`src/rtl/fetch_pipe_pkg.sv`:
```
// Shared definitions for the instruction fetch stage: default widths, the
// pipeline slot tag and the NOP opcode used as the register reset value.
package fetch_pipe_pkg;

   localparam int FETCH_ADDR_W = 8;
   localparam int FETCH_DATA_W = 8;

   typedef struct packed {
      logic                    valid;
      logic [FETCH_ADDR_W-1:0] addr;
   } slot_tag_t;

   localparam logic [FETCH_DATA_W-1:0] NOP = 8'h00;

endpackage

```
`src/rtl/fetch_slot.sv`:
```
// One fetch pipeline slot: a data register plus its {valid, addr} tag.
// A squash loads the slot as a bubble; the data is still captured.
module fetch_slot
   import fetch_pipe_pkg::*;
#(
   parameter int ADDR_W = FETCH_ADDR_W,
   parameter int DATA_W = FETCH_DATA_W
) (
   input  logic              clk,
   input  logic              reset,
   input  logic              load,
   input  logic              squash,
   input  logic [DATA_W-1:0] load_data,
   input  logic              load_valid,
   input  logic [ADDR_W-1:0] load_addr,
   output logic [DATA_W-1:0] data,
   output logic              valid,
   output logic [ADDR_W-1:0] addr
);

   // NOTE: non-blocking assignments in clocked blocks, so every slot samples
   // the pre-edge value of its upstream neighbour and the pipeline shifts.
   always_ff @(posedge clk or negedge reset) begin
      if (!reset) begin
         data  <= DATA_W'(NOP);
         valid <= 1'b0;
         addr  <= '0;
      end else if (load) begin
         data  <= load_data;
         valid <= load_valid & ~squash;
         addr  <= load_addr;
      end
   end

endmodule

```
`src/rtl/fetch_pipe.sv`:
```
// Instruction fetch stage: program counter, registered ROM address and a
// three-slot tagged pipeline (ROM, data_pipe, ir) with jump squash.
module fetch_pipe
   import fetch_pipe_pkg::*;
#(
   parameter int ADDR_W = FETCH_ADDR_W,
   parameter int DATA_W = FETCH_DATA_W
) (
   input  logic              clk,
   input  logic              reset,
   input  logic [DATA_W-1:0] pm_data,
   input  logic              jump_taken,
   input  logic [ADDR_W-1:0] jump_target,
   output logic [ADDR_W-1:0] pm_address_out,
   output logic [DATA_W-1:0] data_pipe,
   output logic [DATA_W-1:0] ir,
   output logic              ir_valid,
   output logic [ADDR_W-1:0] pc
);

   logic              redirect;
   logic              rom_valid;
   logic [ADDR_W-1:0] rom_addr;
   logic              rom_data_unused;
   logic              pipe_valid;
   logic [ADDR_W-1:0] pipe_addr;

   // Only a real instruction in ir may redirect fetch.
   assign redirect = jump_taken & ir_valid;

   always_ff @(posedge clk or negedge reset) begin
      if (!reset) begin
         pm_address_out <= '0;
      end else if (redirect) begin
         pm_address_out <= jump_target;
      end else begin
         pm_address_out <= pm_address_out + 1'b1;
      end
   end

   // The ROM slot only tracks the address in flight; its word is pm_data.
   fetch_slot #(.ADDR_W(ADDR_W), .DATA_W(1)) u_rom_slot (
      .clk        (clk),
      .reset      (reset),
      .load       (1'b1),
      .squash     (redirect),
      .load_data  (1'b0),
      .load_valid (1'b1),
      .load_addr  (pm_address_out),
      .data       (rom_data_unused),
      .valid      (rom_valid),
      .addr       (rom_addr)
   );

   fetch_slot #(.ADDR_W(ADDR_W), .DATA_W(DATA_W)) u_pipe_slot (
      .clk        (clk),
      .reset      (reset),
      .load       (1'b1),
      .squash     (redirect),
      .load_data  (pm_data),
      .load_valid (rom_valid),
      .load_addr  (rom_addr),
      .data       (data_pipe),
      .valid      (pipe_valid),
      .addr       (pipe_addr)
   );

   fetch_slot #(.ADDR_W(ADDR_W), .DATA_W(DATA_W)) u_ir_slot (
      .clk        (clk),
      .reset      (reset),
      .load       (1'b1),
      .squash     (redirect),
      .load_data  (data_pipe),
      .load_valid (pipe_valid),
      .load_addr  (pipe_addr),
      .data       (ir),
      .valid      (ir_valid),
      .addr       (pc)
   );

endmodule

```
`config.mk`:
```
export PLATFORM = sky130hd
export DESIGN_NAME = fetch_pipe
export DESIGN_NICKNAME = d
export VERILOG_FILES = /design/src/rtl/fetch_pipe_pkg.sv /design/src/rtl/fetch_slot.sv /design/src/rtl/fetch_pipe.sv
export SDC_FILE = /design/constraint.sdc
export NUM_CORES = 1
export LEC_CHECK = 0
export ABC_AREA = 1
export ABC_CLOCK_PERIOD_IN_PS = 1100
export CORE_ASPECT_RATIO = 0.75
export CORE_MARGIN = 2
export CORE_UTILIZATION = 39
export DETAILED_ROUTE_END_ITERATION = 7
export PLACE_DENSITY_LB_ADDON = 0.05
export SETUP_SLACK_MARGIN = 0.5
export SYNTH_ARGS = -nofsm -noshare
export SYNTH_HDL_FRONTEND = slang
export SYNTH_SLANG_ARGS = --single-unit
export TNS_END_PERCENT = 30
```
`constraint.sdc`:
```
create_clock -name clk -period 1.1 [get_ports clk]
set_clock_uncertainty 0.15 [all_clocks]
set_input_delay 0.22 -clock clk [delete_from_list [all_inputs] [get_ports clk]]
set_output_delay 0.22 -clock clk [all_outputs]
set_load 0.03 [all_outputs]
```
==> impl_metrics.toml, run 1 <==
[outcome]
outcome = "finished with violations"
violations = "hold timing, setup timing"

[final_layout]
antenna_cells = 0
final_area_sq_um = 2610
syn2layout_area_growth_pct = 71.0
nFillCells = 265
drive_gt1_frac = 0.527
nNetsFinal = 203
post-route-util = 0.703

[routing]
drtPass1Iterations = 4
wl_mm = 2.82
vias_per_cell = 4.22
vias = 996
wl_per_cell_um = 12.0
drt-initial-drc-count = 46
ant_nets = 0
drc = 0

[power_and_ir_drop]
p_seq_frac = 0.399
powerDensity_nw_per_um2 = 2720
pwr-share-clk = 0.175
p_int_mw = 4.67
power_frac_comb = 0.426
switching_share = 0.341
leakage_nw = 1.21
p_sw_mw = 2.42
irDropWorstVdd_mv = 1.76

[min_path]
min_path_type = "input pin to asynchronous set/reset pin"

[setup_path]
worstPathCellList = "buf_6 -> buf_6"
slowest_delay_ns = 0.43
reg2reg_slack_ns = -0.18
endpoint_kind = "primary output"
cp-start-kind = "register"
path_common_cell = "buf_6"
crit_arrival_ns = 0.97
worst-path-buf-inv = 2
crit_slowest_cell = "dfrtp_2"
critPathMaxFanout = 2
crit_family = "flip-flops"
path_class = "register to primary output"
cp_data_required_time_ns = 0.73
rr_startpoint = "pm_address_out[0]"
r2r_cells = 7
worstReg2RegEnd = "pm_address_out[6]"

[grt]
grt_pass1_wl_mm = 4.64
grt_use_total = 0.139
first_global_vias = 1028
grtUsageMet2 = 0.235
met3_usage = 0.0467
grt-ovfl-total = 0
use_met1 = 0.163
busiest_layer = "met2"
grt_max_degree = 52
antenna_found_initial = 0

[run]
cap_viol_max_count = 0

[synth]
ys_types = 14
async_flop_share = 1.00
synthMostInstantiatedCell = "dfrtp_1"
syn_area_sq_um = 1530
ys.flop_type = "dfrtp_1"
synth-seq-area-share = 0.837
avgSynthCellArea_sq_um = 14.7
syn_nets = 124
synth_seq_cells = 51
yosysWarnings = 0
synth_common_cells = "dfrtp_1 (51), nand2_1 (23), inv_1 (6), nand3_1 (6), nor2_1 (6)"
synth_edf_count = 0
synth_top_area_share = 0.837
synth_cells = 104
synth_area_leader_cell = "dfrtp_1"
yosys-top-cells-area = "dfrtp_1 (84%), nand2_1 (5.7%), nand3_1 (2.0%), inv_1 (1.5%), nor2_1 (1.5%)"

[sta]
fin_ws_ns = -0.240
max_freq_mhz = 746
period_needed_ns = 1.34
worstMarginPinSlew_ns = 0.258
setup_viol = 41
period_share = 1.22
hold_ws_ns = -0.238
slew_headroom = 0.828
rsz0062_at_grt = "yes"
slew_violations = 0
tns_ns = -4.41
finalHoldViolCount = 51

[clock_network]
cts-buffers-inserted = 5
cts_sinks = 51
clk_pin_slew_ns = 0.09
cts_tree = "built"
htree_num_levels = 2
insertion_delay_ns = 0.30
ctsRootBufferMaster = "clkbuf_8"
clockBufferDepth = 2

[floorplan]
fp.dieW_um = 76.2
core-area_sq_um = 3710
start_util = 0.411
chipHeight_um = 58.2
die_area_sq_um = 4430
num_io_pins = 52
rows = 19

[placed_design]
place_area_sq_um = 2110
dp_hpwl_mm = 1.79
pre_cts_ws_ns = -0.295
gp_congestion = 0.709
io_buffers = 51
==> worst max path at each step <==
stage,startpoint,endpoint,cells after the start
2_1_floorplan,pm_address_out[0],pm_address_out[6],6
3_3_place_gp,jump_taken,pm_address_out[2],6
3_5_place_dp,jump_taken,pm_address_out[0],6
4_1_cts,pm_address_out[0],pm_address_out[0],2
5_1_grt,pm_address_out[0],pm_address_out[0],2
6_report,pm_address_out[0],pm_address_out[0],2
==> registers in the layout, summed over array words and instances (netlist names) <==
name,count
pm_address_out,8
u_ir_slot.addr,8
u_ir_slot.data,8
u_ir_slot.valid,1
u_pipe_slot.addr,8
u_pipe_slot.data,8
u_pipe_slot.valid,1
u_rom_slot.addr,8
u_rom_slot.valid,1
==> power groups by stage <==
stage	Combinational, mW	Clock [mW]	Sequential, mW
after CTS	2.67	1.29	2.80
after global placement	1.90	0	2.89
after detailed placement	1.92	0	2.92
after floorplan	0.417	0	3.53
after global routing	3.20	1.36	2.89
final	3.02	1.24	2.83
==> layer usage <==
layer  share of wire  wire length (um)
met2            0.51              1450
met1            0.41              1150
met4           0.021                60
met3           0.057               161
met5               0                 0
==> timing repair <==
| action | CTS | global route |
|---|---|---|
| setup buffers | 12 | 4 |
| endpoints found under the hold margin | 51 | 51 |
| pin swaps | 3 | 12 |
| gates resized for setup | 44 | 28 |
| endpoints found under the setup margin | 76 | 76 |
| cloned | 0 | 0 |
==> area by class of cell <==
cell class,instances,area [sq um],share of cell area
Sequential cell,51,1290,0.494
Clock buffer,6,72.6,0.0278
Inverter,6,27.5,0.0106
Multi-Input combinational cell,46,338,0.129
Timing Repair Buffer,73,778,0.298
Tap cell,52,65.1,0.0249
Clock inverter,2,37.5,0.0144
==> stage by stage <==
| stage | std cells | total power, mW |
|---|---|---|
| 6_report | 236 | 7.09 |
| 5_1_grt | 236 | 7.45 |
| 4_1_cts | 232 | 6.76 |
| 3_5_place_dp | 212 | 4.84 |
| 3_3_place_gp | 212 | 4.79 |
| 2_1_floorplan | 104 | 3.95 |
==> layout by cell type, fill, tap and decap left out, types with 2 or more instances in the layout <==
cell type,instances
buf_12,2
buf_4,9
buf_6,44
clkbuf_8,5
clkdlybuf4s50_1,17
dfrtp_1,40
dfrtp_2,11
inv_1,4
inv_4,2
nand2_1,17
nand2_2,5
nand2_4,3
nand3_1,3
nand3_4,2
nor2_2,3
nor2_4,3
o21bai_1,2
xnor2_2,2
==> cells by family (layout without fill, tap and decap cells) <==
kind of cell,Yosys count,count (layout),share of synthesized area
AO/OA/AOI/OAI,5,5,0.0205
XOR/XNOR,2,2,0.0115
adder cells (fa/ha/maj),1,1,0.00820
buffers and inverters,7,87,0.0197
flip-flops,51,51,0.837
AND/OR/NAND/NOR,38,38,0.103
(Power assumes the default switching activity.)
==> run 2, diff against run 1 <==
--- a/config.mk
+++ b/config.mk
@@ -13,6 +13,7 @@
 export DETAILED_ROUTE_END_ITERATION = 7
 export PLACE_DENSITY_LB_ADDON = 0.05
 export SETUP_SLACK_MARGIN = 0.5
+export SLEW_MARGIN = 20
 export SYNTH_ARGS = -nofsm -noshare
 export SYNTH_HDL_FRONTEND = slang
 export SYNTH_SLANG_ARGS = --single-unit
==> results of run 2 <==
Final layout, timing and power as in run 1 (identical DEF).
==> variant: new RTL, settings of run 2 <==
Set the package constant `FETCH_ADDR_W` to 7 (it was 8).
--- a/src/rtl/fetch_pipe_pkg.sv
+++ b/src/rtl/fetch_pipe_pkg.sv
@@ -4,3 +4,3 @@
 
-   localparam int FETCH_ADDR_W = 8;
+   localparam int FETCH_ADDR_W = 7;
    localparam int FETCH_DATA_W = 8;
Ports: changed (resized jump_target, pc and pm_address_out); port bits go from 52 to 49. The function was not compared with the original's and may differ.
==> variant against run 2 <==
The run still ends with negative hold slack, negative setup slack left. Die area is 7.1% lower. Global-route usage is 0.060 points lower. Clock power is 13% lower. Critical path depth stayed put. Design area is 11% lower. Power is 11% lower. Worst setup slack worse by 0.0019 ns. Combinational power is 13% lower. Wire length is 6.1% lower. First-iteration DRC count is 26% higher. Synthesized area is 7.5% lower. Fmax is 0.14% lower. Sequential cell count is 4 lower. Critical path type unchanged.
==> variant: results (changes against run 2) <==
cells_and_area:
  largestRegisters: "u_ir_slot.data: 8 flops, u_pipe_slot.data: 8 flops"
  fillCellCount: 241  # -9.1%
  num-multi-input-gates: 40  # -13%
  n_all_buffers: 68  # -6.8%
  multi_input_area_um2: 262  # -23%
  multi_input_area_share: 0.112  # -0.0170
  regArea_um2: 1190  # -7.9%
  drive_above_1_share: 0.476  # -0.0507
  nonClockInverterCount: 7  # +1
  buf_share: 0.301  # +0.00254
route:
  via_per_inst: 4.41  # +4.5%
  wl_um: 2650  # -6.1%
  wirelength_met1_um: 1150  # -0.43%
  dr_wl_met2_um: 1330  # -8.2%
  drt_iter0_markers: 58  # +26%
  highest_layer: "met4"
  wl_per_cell_um: 12.6  # +5.5%
critical_path:
  worstRegToRegCells: 6  # -1
  reg2reg_from: "pm_address_out[1]"
clock_network:
  cts.repair.resized: 36  # -18%
  root_buffer: "clkbuf_8"
timing:
  setup_ws_ns: -0.242  # -0.00187 ns
  hold-worst-slack_ns: -0.266  # -0.0278 ns
  setup_viol: 38  # -7.3%
  fin_tns_setup_ns: -4.26  # +0.151 ns
  worstMarginPinSlew_ns: 0.240  # -0.0185 ns
  hold_viol_final: 47  # -7.8%
global_route:
  grt_max_degree: 48  # -7.7%
  first_global_vias: 906  # -12%
  grt_pass1_wl_um: 4180  # -9.8%
  grt_usage: 0.139  # -0.000596
  grtUsageMet3: 0.0670  # +0.0203
  use_met2: 0.199  # -0.0357
power:
  p_clk_mw: 1.08  # -13%
  p_leak_nw: 1.12  # -8.2%
  p_comb_frac: 0.419  # -0.007
  p_int_mw: 4.09  # -12%
  switching_share: 0.350  # +0.00897
placed_design:
  place_ws_ns: -0.244  # +0.0513 ns
  dpl.hpwl_um: 1620  # -9.4%
  dp.cells: 186  # -12%
  place_congestion: 0.801  # +13%
  dpl-instance-area_um2: 1930  # -8.6%
  io_buffers: 48  # -5.9%
run_status:
  status: "finished with violations"
  violations: "negative hold slack, negative setup slack"
synth:
  yosys-top-cells-area: "dfrtp_1 (83%), nand2_1 (4.8%), nand3_1 (2.8%)"
  synth_compound_area_frac: 0.0284  # +0.00789
  synthAdderAreaFrac: 0.00887  # +0.000670
  avgSynthCellArea_um2: 15.0  # +2.3%
  ys_seq_elements: 47  # -7.8%
  synth_xor_area_frac: 0  # -0.0115
  synthTopCellsByCount: "dfrtp_1 (47), nand2_1 (18), nand3_1 (8), inv_1 (6), nor2_1 (3)"
  syn-num-nets: 113  # -8.9%
floorplanning:
  die_w_um: 73.4  # -3.6%
variant: changes by cell type after synthesis, moves of 2 or more:
| cell | run 2 | this run |
|---|---|---|
| nand2_1 | 23 | 18 |
| o21bai_2 | 0 | 2 |
| xnor2_1 | 2 | 0 |
| dfrtp_1 | 51 | 47 |
| nor2_1 | 6 | 3 |
| nand3_1 | 6 | 8 |
variant: cells by family (layout without fill, tap and decap cells):
logic type,count (synthesis),in the layout
AOI/OAI and AO/OA,5,5
adders and majority gates,1,1
buffers and inverters,7,83
DFF,47,47
and+or+nand+nor,34,34
variant: worst min-delay path by stage:
stage                      from                 to  depth (start not counted)
final                     reset  u_ir_slot.data[6]                          2
after global routing      reset  u_ir_slot.data[2]                          2
after CTS                 reset  u_ir_slot.data[6]                          2
after detailed placement  reset  u_ir_slot.data[6]                          2
after global placement    reset  u_ir_slot.data[6]                          2
after floorplan           reset  pm_address_out[0]                          0
variant: worst max-delay path, cell delays in order, from the launching register on:
cell     delay [ns]
dfrtp_2        0.43
buf_6          0.12
buf_6          0.13
